## config.mk

```make
export PLATFORM = sky130hd
export DESIGN_NAME = multicycle_control
export DESIGN_NICKNAME = d
export VERILOG_FILES = /design/src/rtl/multicycle_control.sv
export SDC_FILE = /design/constraint.sdc
export NUM_CORES = 1
export LEC_CHECK = 0
export ABC_AREA = 1
export CAP_MARGIN = 15
export CORE_ASPECT_RATIO = 1.2
export CORE_MARGIN = 3
export CORE_UTILIZATION = 40
export CTS_CLUSTER_SIZE = 16
export DETAILED_ROUTE_END_ITERATION = 8
export GPL_ROUTABILITY_DRIVEN = 0
export PLACE_DENSITY = 0.74
export SYNTH_ARGS = -nofsm -noshare
export SYNTH_HDL_FRONTEND = slang
export SYNTH_SLANG_ARGS = --single-unit
```

## constraint.sdc

```tcl
create_clock -name clk -period 3.2 [get_ports clk]
set_clock_uncertainty 0.05 [all_clocks]
set_input_delay 0.64 -clock clk [delete_from_list [all_inputs] [get_ports clk]]
set_output_delay 0.64 -clock clk [all_outputs]
set_load 0.02 [all_outputs]
```

## src/rtl/multicycle_control.sv

```systemverilog
// Multi-cycle MIPS control FSM: sequences IF/ID/EXE/MEM/WB, waits on memReady, counts retires.
// Optional illegal-instruction trap to HALT is enabled by defining MC_CTRL_ILLEGAL_TRAP_EN.
module multicycle_control #(
  parameter int unsigned CNT_W      = 32,
  parameter bit          USE_MEM_HS = 1'b1
) (
  input  logic             clk,
  input  logic             rst,
  input  logic [5:0]       OP,
  input  logic [5:0]       funct,
  input  logic             zero,
  input  logic             memReady,
  output logic             irWrite,
  output logic             pcWrite,
  output logic [1:0]       pcSrc,
  output logic             memRead,
  output logic             memWrite,
  output logic             memToReg,
  output logic             ALUsrc,
  output logic             regWrite,
  output logic             regDst,
  output logic             extop,
  output logic [2:0]       ALUctr,
  output logic [2:0]       state,
  output logic             instrDone,
  output logic [CNT_W-1:0] instret,
  output logic             illegal
);

  typedef enum logic [2:0] {
    StIf   = 3'd0,
    StId   = 3'd1,
    StExe  = 3'd2,
    StMem  = 3'd3,
    StWb   = 3'd4,
    StHalt = 3'd5
  } state_e;

  localparam logic [5:0] OpR   = 6'b000000;
  localparam logic [5:0] OpJ   = 6'b000010;
  localparam logic [5:0] OpBeq = 6'b000100;
  localparam logic [5:0] OpOri = 6'b001101;
  localparam logic [5:0] OpLw  = 6'b100011;
  localparam logic [5:0] OpSw  = 6'b101011;

  localparam logic [2:0] AluAnd = 3'b000;
  localparam logic [2:0] AluOr  = 3'b001;
  localparam logic [2:0] AluAdd = 3'b010;
  localparam logic [2:0] AluSub = 3'b110;
  localparam logic [2:0] AluSlt = 3'b111;

  state_e           state_q, state_d;
  logic [5:0]       op_q, funct_q;
  logic [CNT_W-1:0] instret_q;
  logic             ir_load;
  logic             mem_rdy;
  logic [2:0]       r_alu;
`ifdef MC_CTRL_ILLEGAL_TRAP_EN
  logic             funct_ok;
`endif

  assign mem_rdy = USE_MEM_HS ? memReady : 1'b1;

  // R-type funct decode; unknown codes fall back to ADD
  always_comb begin
    r_alu = AluAdd;
`ifdef MC_CTRL_ILLEGAL_TRAP_EN
    funct_ok = 1'b1;
`endif
    case (funct_q)
      6'b100000: r_alu = AluAdd;
      6'b100010: r_alu = AluSub;
      6'b100100: r_alu = AluAnd;
      6'b100101: r_alu = AluOr;
      6'b101010: r_alu = AluSlt;
      default: begin
        r_alu = AluAdd;
`ifdef MC_CTRL_ILLEGAL_TRAP_EN
        funct_ok = 1'b0;
`endif
      end
    endcase
  end

  always_comb begin
    state_d   = state_q;
    ir_load   = 1'b0;
    irWrite   = 1'b0;
    pcWrite   = 1'b0;
    pcSrc     = 2'b00;
    memRead   = 1'b0;
    memWrite  = 1'b0;
    memToReg  = 1'b0;
    ALUsrc    = 1'b0;
    regWrite  = 1'b0;
    regDst    = 1'b0;
    extop     = 1'b0;
    ALUctr    = 3'b000;
    instrDone = 1'b0;
    illegal   = 1'b0;

    // ALU controls stay asserted through MEM and WB so address/result are stable
    if (state_q == StExe || state_q == StMem || state_q == StWb) begin
      case (op_q)
        OpR:       begin ALUsrc = 1'b0; ALUctr = r_alu; end
        OpOri:     begin ALUsrc = 1'b1; ALUctr = AluOr; end
        OpLw, OpSw: begin ALUsrc = 1'b1; extop = 1'b1; ALUctr = AluAdd; end
        OpBeq:     begin ALUsrc = 1'b0; extop = 1'b1; ALUctr = AluSub; end
        default:   ;
      endcase
    end

    unique case (state_q)
      StIf: begin
        memRead = 1'b1;
        if (mem_rdy) begin
          irWrite = 1'b1;
          pcWrite = 1'b1;
          ir_load = 1'b1;
          state_d = StId;
        end
      end
      StId: begin
        case (op_q)
          OpJ: begin
            pcWrite   = 1'b1;
            pcSrc     = 2'b10;
            instrDone = 1'b1;
            state_d   = StIf;
          end
          OpR, OpOri, OpLw, OpSw, OpBeq: state_d = StExe;
          default: begin
`ifdef MC_CTRL_ILLEGAL_TRAP_EN
            state_d = StHalt;
`else
            instrDone = 1'b1;
            state_d   = StIf;
`endif
          end
        endcase
      end
      StExe: begin
        case (op_q)
          OpR: begin
`ifdef MC_CTRL_ILLEGAL_TRAP_EN
            state_d = funct_ok ? StWb : StHalt;
`else
            state_d = StWb;
`endif
          end
          OpOri:      state_d = StWb;
          OpLw, OpSw: state_d = StMem;
          OpBeq: begin
            pcWrite   = zero;
            pcSrc     = 2'b01;
            instrDone = 1'b1;
            state_d   = StIf;
          end
          default:    state_d = StIf;
        endcase
      end
      StMem: begin
        case (op_q)
          OpLw: begin
            memRead = 1'b1;
            if (mem_rdy) state_d = StWb;
          end
          OpSw: begin
            memWrite = 1'b1;
            if (mem_rdy) begin
              instrDone = 1'b1;
              state_d   = StIf;
            end
          end
          default: if (mem_rdy) state_d = StIf;
        endcase
      end
      StWb: begin
        regWrite  = 1'b1;
        regDst    = (op_q == OpR);
        memToReg  = (op_q == OpLw);
        instrDone = 1'b1;
        state_d   = StIf;
      end
      StHalt: begin
`ifdef MC_CTRL_ILLEGAL_TRAP_EN
        illegal = 1'b1;
`else
        state_d = StIf;
`endif
      end
      default: state_d = StIf;
    endcase

    // Reset cycle suppresses every strobe, including a pending write
    if (rst) begin
      ir_load   = 1'b0;
      irWrite   = 1'b0;
      pcWrite   = 1'b0;
      pcSrc     = 2'b00;
      memRead   = 1'b0;
      memWrite  = 1'b0;
      memToReg  = 1'b0;
      ALUsrc    = 1'b0;
      regWrite  = 1'b0;
      regDst    = 1'b0;
      extop     = 1'b0;
      ALUctr    = 3'b000;
      instrDone = 1'b0;
      illegal   = 1'b0;
    end
  end

  always_ff @(posedge clk) begin
    if (rst) begin
      state_q   <= StIf;
      op_q      <= '0;
      funct_q   <= '0;
      instret_q <= '0;
    end else begin
      state_q <= state_d;
      if (ir_load) begin
        op_q    <= OP;
        funct_q <= funct;
      end
      if (instrDone) instret_q <= instret_q + CNT_W'(1);
    end
  end

  assign state   = state_q;
  assign instret = instret_q;

endmodule

```

==> results.json <==
{
  "clockBufferDepth": 2,
  "grt_overflow": 0,
  "cts_resized": 0,
  "async_flop_share": 0,
  "synth_xor_xnor_area_share": 0.00294,
  "via_per_inst": 4.94,
  "fin_util": 0.539,
  "ant_nets": 0,
  "synth.area.top_cells": "dfxtp_1 32%, nand2_1 16%, nor2_1 15%",
  "cts_setup_buffers": 0,
  "rsz0062_at_grt": "no",
  "dieArea_um2": 8530,
  "hold_buffers": 0,
  "final_hold_viol_count": 0,
  "root_buffer": "clkbuf_8",
  "cp.depth": 8,
  "grt_util_met2": 0.340,
  "num_io_pins": 67,
  "synth_common_cells": "125 x nand2_1, 118 x nor2_1, 63 x inv_1",
  "min_from": "funct_q[5]",
  "endpoint_kind": "primary output",
  "worstPathArrival_ns": 2.32,
  "ys_warn_count": 0,
  "initial_utilization": 0.425,
  "grt_max_degree": 47,
  "die_height_um": 101,
  "netlist.area_leader.share": 0.316,
  "vias": 3202,
  "holdCritPathClass": "reg2reg",
  "p_leak_nw": 1.50,
  "drt-total-wl_um": 7810,
  "n_fill_cell": 725,
  "synth_mux_area_frac": 0,
  "slowest_delay_ns": 0.59,
  "nets": 577,
  "ys_seq_area_frac": 0.316,
  "synthSimpleGateAreaFrac": 0.467,
  "synth_compound_area_frac": 0.0919,
  "fin_crit_ns": 3.01,
  "rr_worst_depth": 10,
  "busiest_layer": "met2",
  "grt_usage": 0.189,
  "antenna_cells": 0,
  "hpwl_um": 5920,
  "yosysMostFrequentCell": "nand2_1",
  "syn_area_um2": 2980,
  "synth_fa_ha_area_frac": 0.00420,
  "grt_pass1_vias": 3086,
  "worst-path-buf-inv": 4,
  "finalCritPeriodShare": 0.939,
  "cp_max_fo": 4,
  "vdd.ir_drop.worst_v": 0.000203,
  "grtUsageMet1": 0.223,
  "crit_path_top_delay_cell": "clkdlybuf4s50_1",
  "cts_tree": "yes",
  "final-max-slew-violation-count": 0,
  "grt_pass1_wl_um": 13500,
  "worstSkewPairLatency_ns": 0.29,
  "worst_setup_path_start_kind": "input port",
  "setup_viol": 0,
  "first_pass_iters": 4,
  "drv_cap": 0,
  "crit_start": "memReady",
  "grt_antenna_before_repair": 0,
  "synth_edf_count": 0,
  "worst_slack_ns": 0.194,
  "synth_top_flop_cell": "dfxtp_1",
  "status": "completed",
  "instances_no_fill": 648,
  "clk_pin_slew_ns": 0.08,
  "area_growth_pct": 26.9,
  "yosys.area.top_type": "dfxtp_1",
  "drive_above_1_share": 0.0731,
  "die_x_um": 84.8,
  "syn_area_per_cell_um2": 6.01,
  "reg2reg_from": "state[1]",
  "synth_top_family_by_area": "simple AND/OR/NAND/NOR gates",
  "portBuffers": 65,
  "drc": 0,
  "post-place-cells": 640,
  "ys_ff_latch": 47,
  "num_rows": 33,
  "synthCells": 496,
  "core_area_um2": 7020,
  "routedWlPerCell_um": 12.0,
  "critPathTopFamily": "buffers and inverters",
  "synthesis.nets": 513,
  "fmax_mhz": 333,
  "fin_setup_tns_ns": 0,
  "crit_path_cell_trace": "clkdlybuf4s50_1 > inv_1 > nor3_2 > nor2_2 > nand2_4 > nand2_1 > inv_1 > clkdlybuf4s50_1",
  "numCtsBuffers": 5,
  "drtIter0Drc": 199,
  "grt.met3_usage": 0.0360,
  "r2r_end": "instret[15]",
  "r2r_slack_ns": 1.15,
  "crit_type": "in2out",
  "cp-endpoint": "instrDone",
  "pre_cts_ws_ns": 0.193,
  "synth.distinct_cells": 36,
  "htree_levels": 2,
  "cts_num_sinks": 47,
  "power_density_nw_per_um2": 318,
  "required_ns": 2.51
}
-- power by group --
| group | total, mW | internal (mW) | switching (mW) |
|---|---|---|---|
| Clock | 0.392 | 0.198 | 0.194 |
| Sequential | 0.620 | 0.602 | 0.0182 |
| Combinational | 0.190 | 0.0718 | 0.118 |
| Total | 1.20 | 0.871 | 0.331 |
-- area by class of cell --
cell class,count,area [um^2],share of cell area
inverter,66,248,0.0655
multi-input combinational,369,1690,0.447
clock buffer,8,100,0.0264
sequential,47,941,0.249
tap,87,109,0.0288
timing repair buffer,71,696,0.184
-- per-layer routing --
metal | routed length [um] | vias up
li1 | - | 1678
met1 | 3360 | 1410
met2 | 3830 | 100
met3 | 469 | 14
met4 | 144 | 0
met5 | 0 | -
-- worst min-delay path, stage by stage, from the launching register on --
cell	delay, ns
dfxtp_1	0.31
inv_1	0.06
a211oi_1	0.07
-- cell usage in the layout, fill, tap and decap left out, drive strengths merged --
cell type,n
dfxtp,47
a21oi,26
ha,1
nand3,41
or2,1
nor3,14
nor3b,1
clkbuf,8
and3,1
nand4,6
o2111ai,1
nand3b,1
a211oi,8
nor4,1
o21ai,9
inv,66
a31oi,1
buf,6
conb,1
clkdlybuf4s50,65
o41ai,1
nand2,129
nor2,125
xnor2,1
-- kinds of logic after synthesis --
logic type      Yosys count
simple gates            320
buf+inv                  80
flops                    47
compound gates           46
xor+xnor                  1
fa+ha+maj                 1
other cells               1
-- registers in the layout, summed over array words and instances, names as in the netlist --
register  cells
instret      32
funct_q       6
op_q          6
state         3
-- worst min-delay path by stage --
stage | slack (ns) | endpoint | cells past startpoint
finish | 0.43 | funct_q[5] | 2
global route | 0.46 | funct_q[5] | 2
CTS | 0.44 | funct_q[5] | 2
detailed placement | 0.42 | funct_q[5] | 2
global placement | 0.41 | funct_q[5] | 2
floorplan | 0.38 | funct_q[5] | 2
-- per-stage QoR --
stage               cell area (um^2)  hold slack, ns  power (mW)
floorplan                       2980           0.382       0.766
CTS                             3780           0.437        1.22
global placement                3680           0.412       0.819
global route                    3780           0.458        1.26
detailed placement              3680           0.420       0.823
finish                          3780           0.427        1.20
No activity file was read; power rests on OpenSTA's default activity.
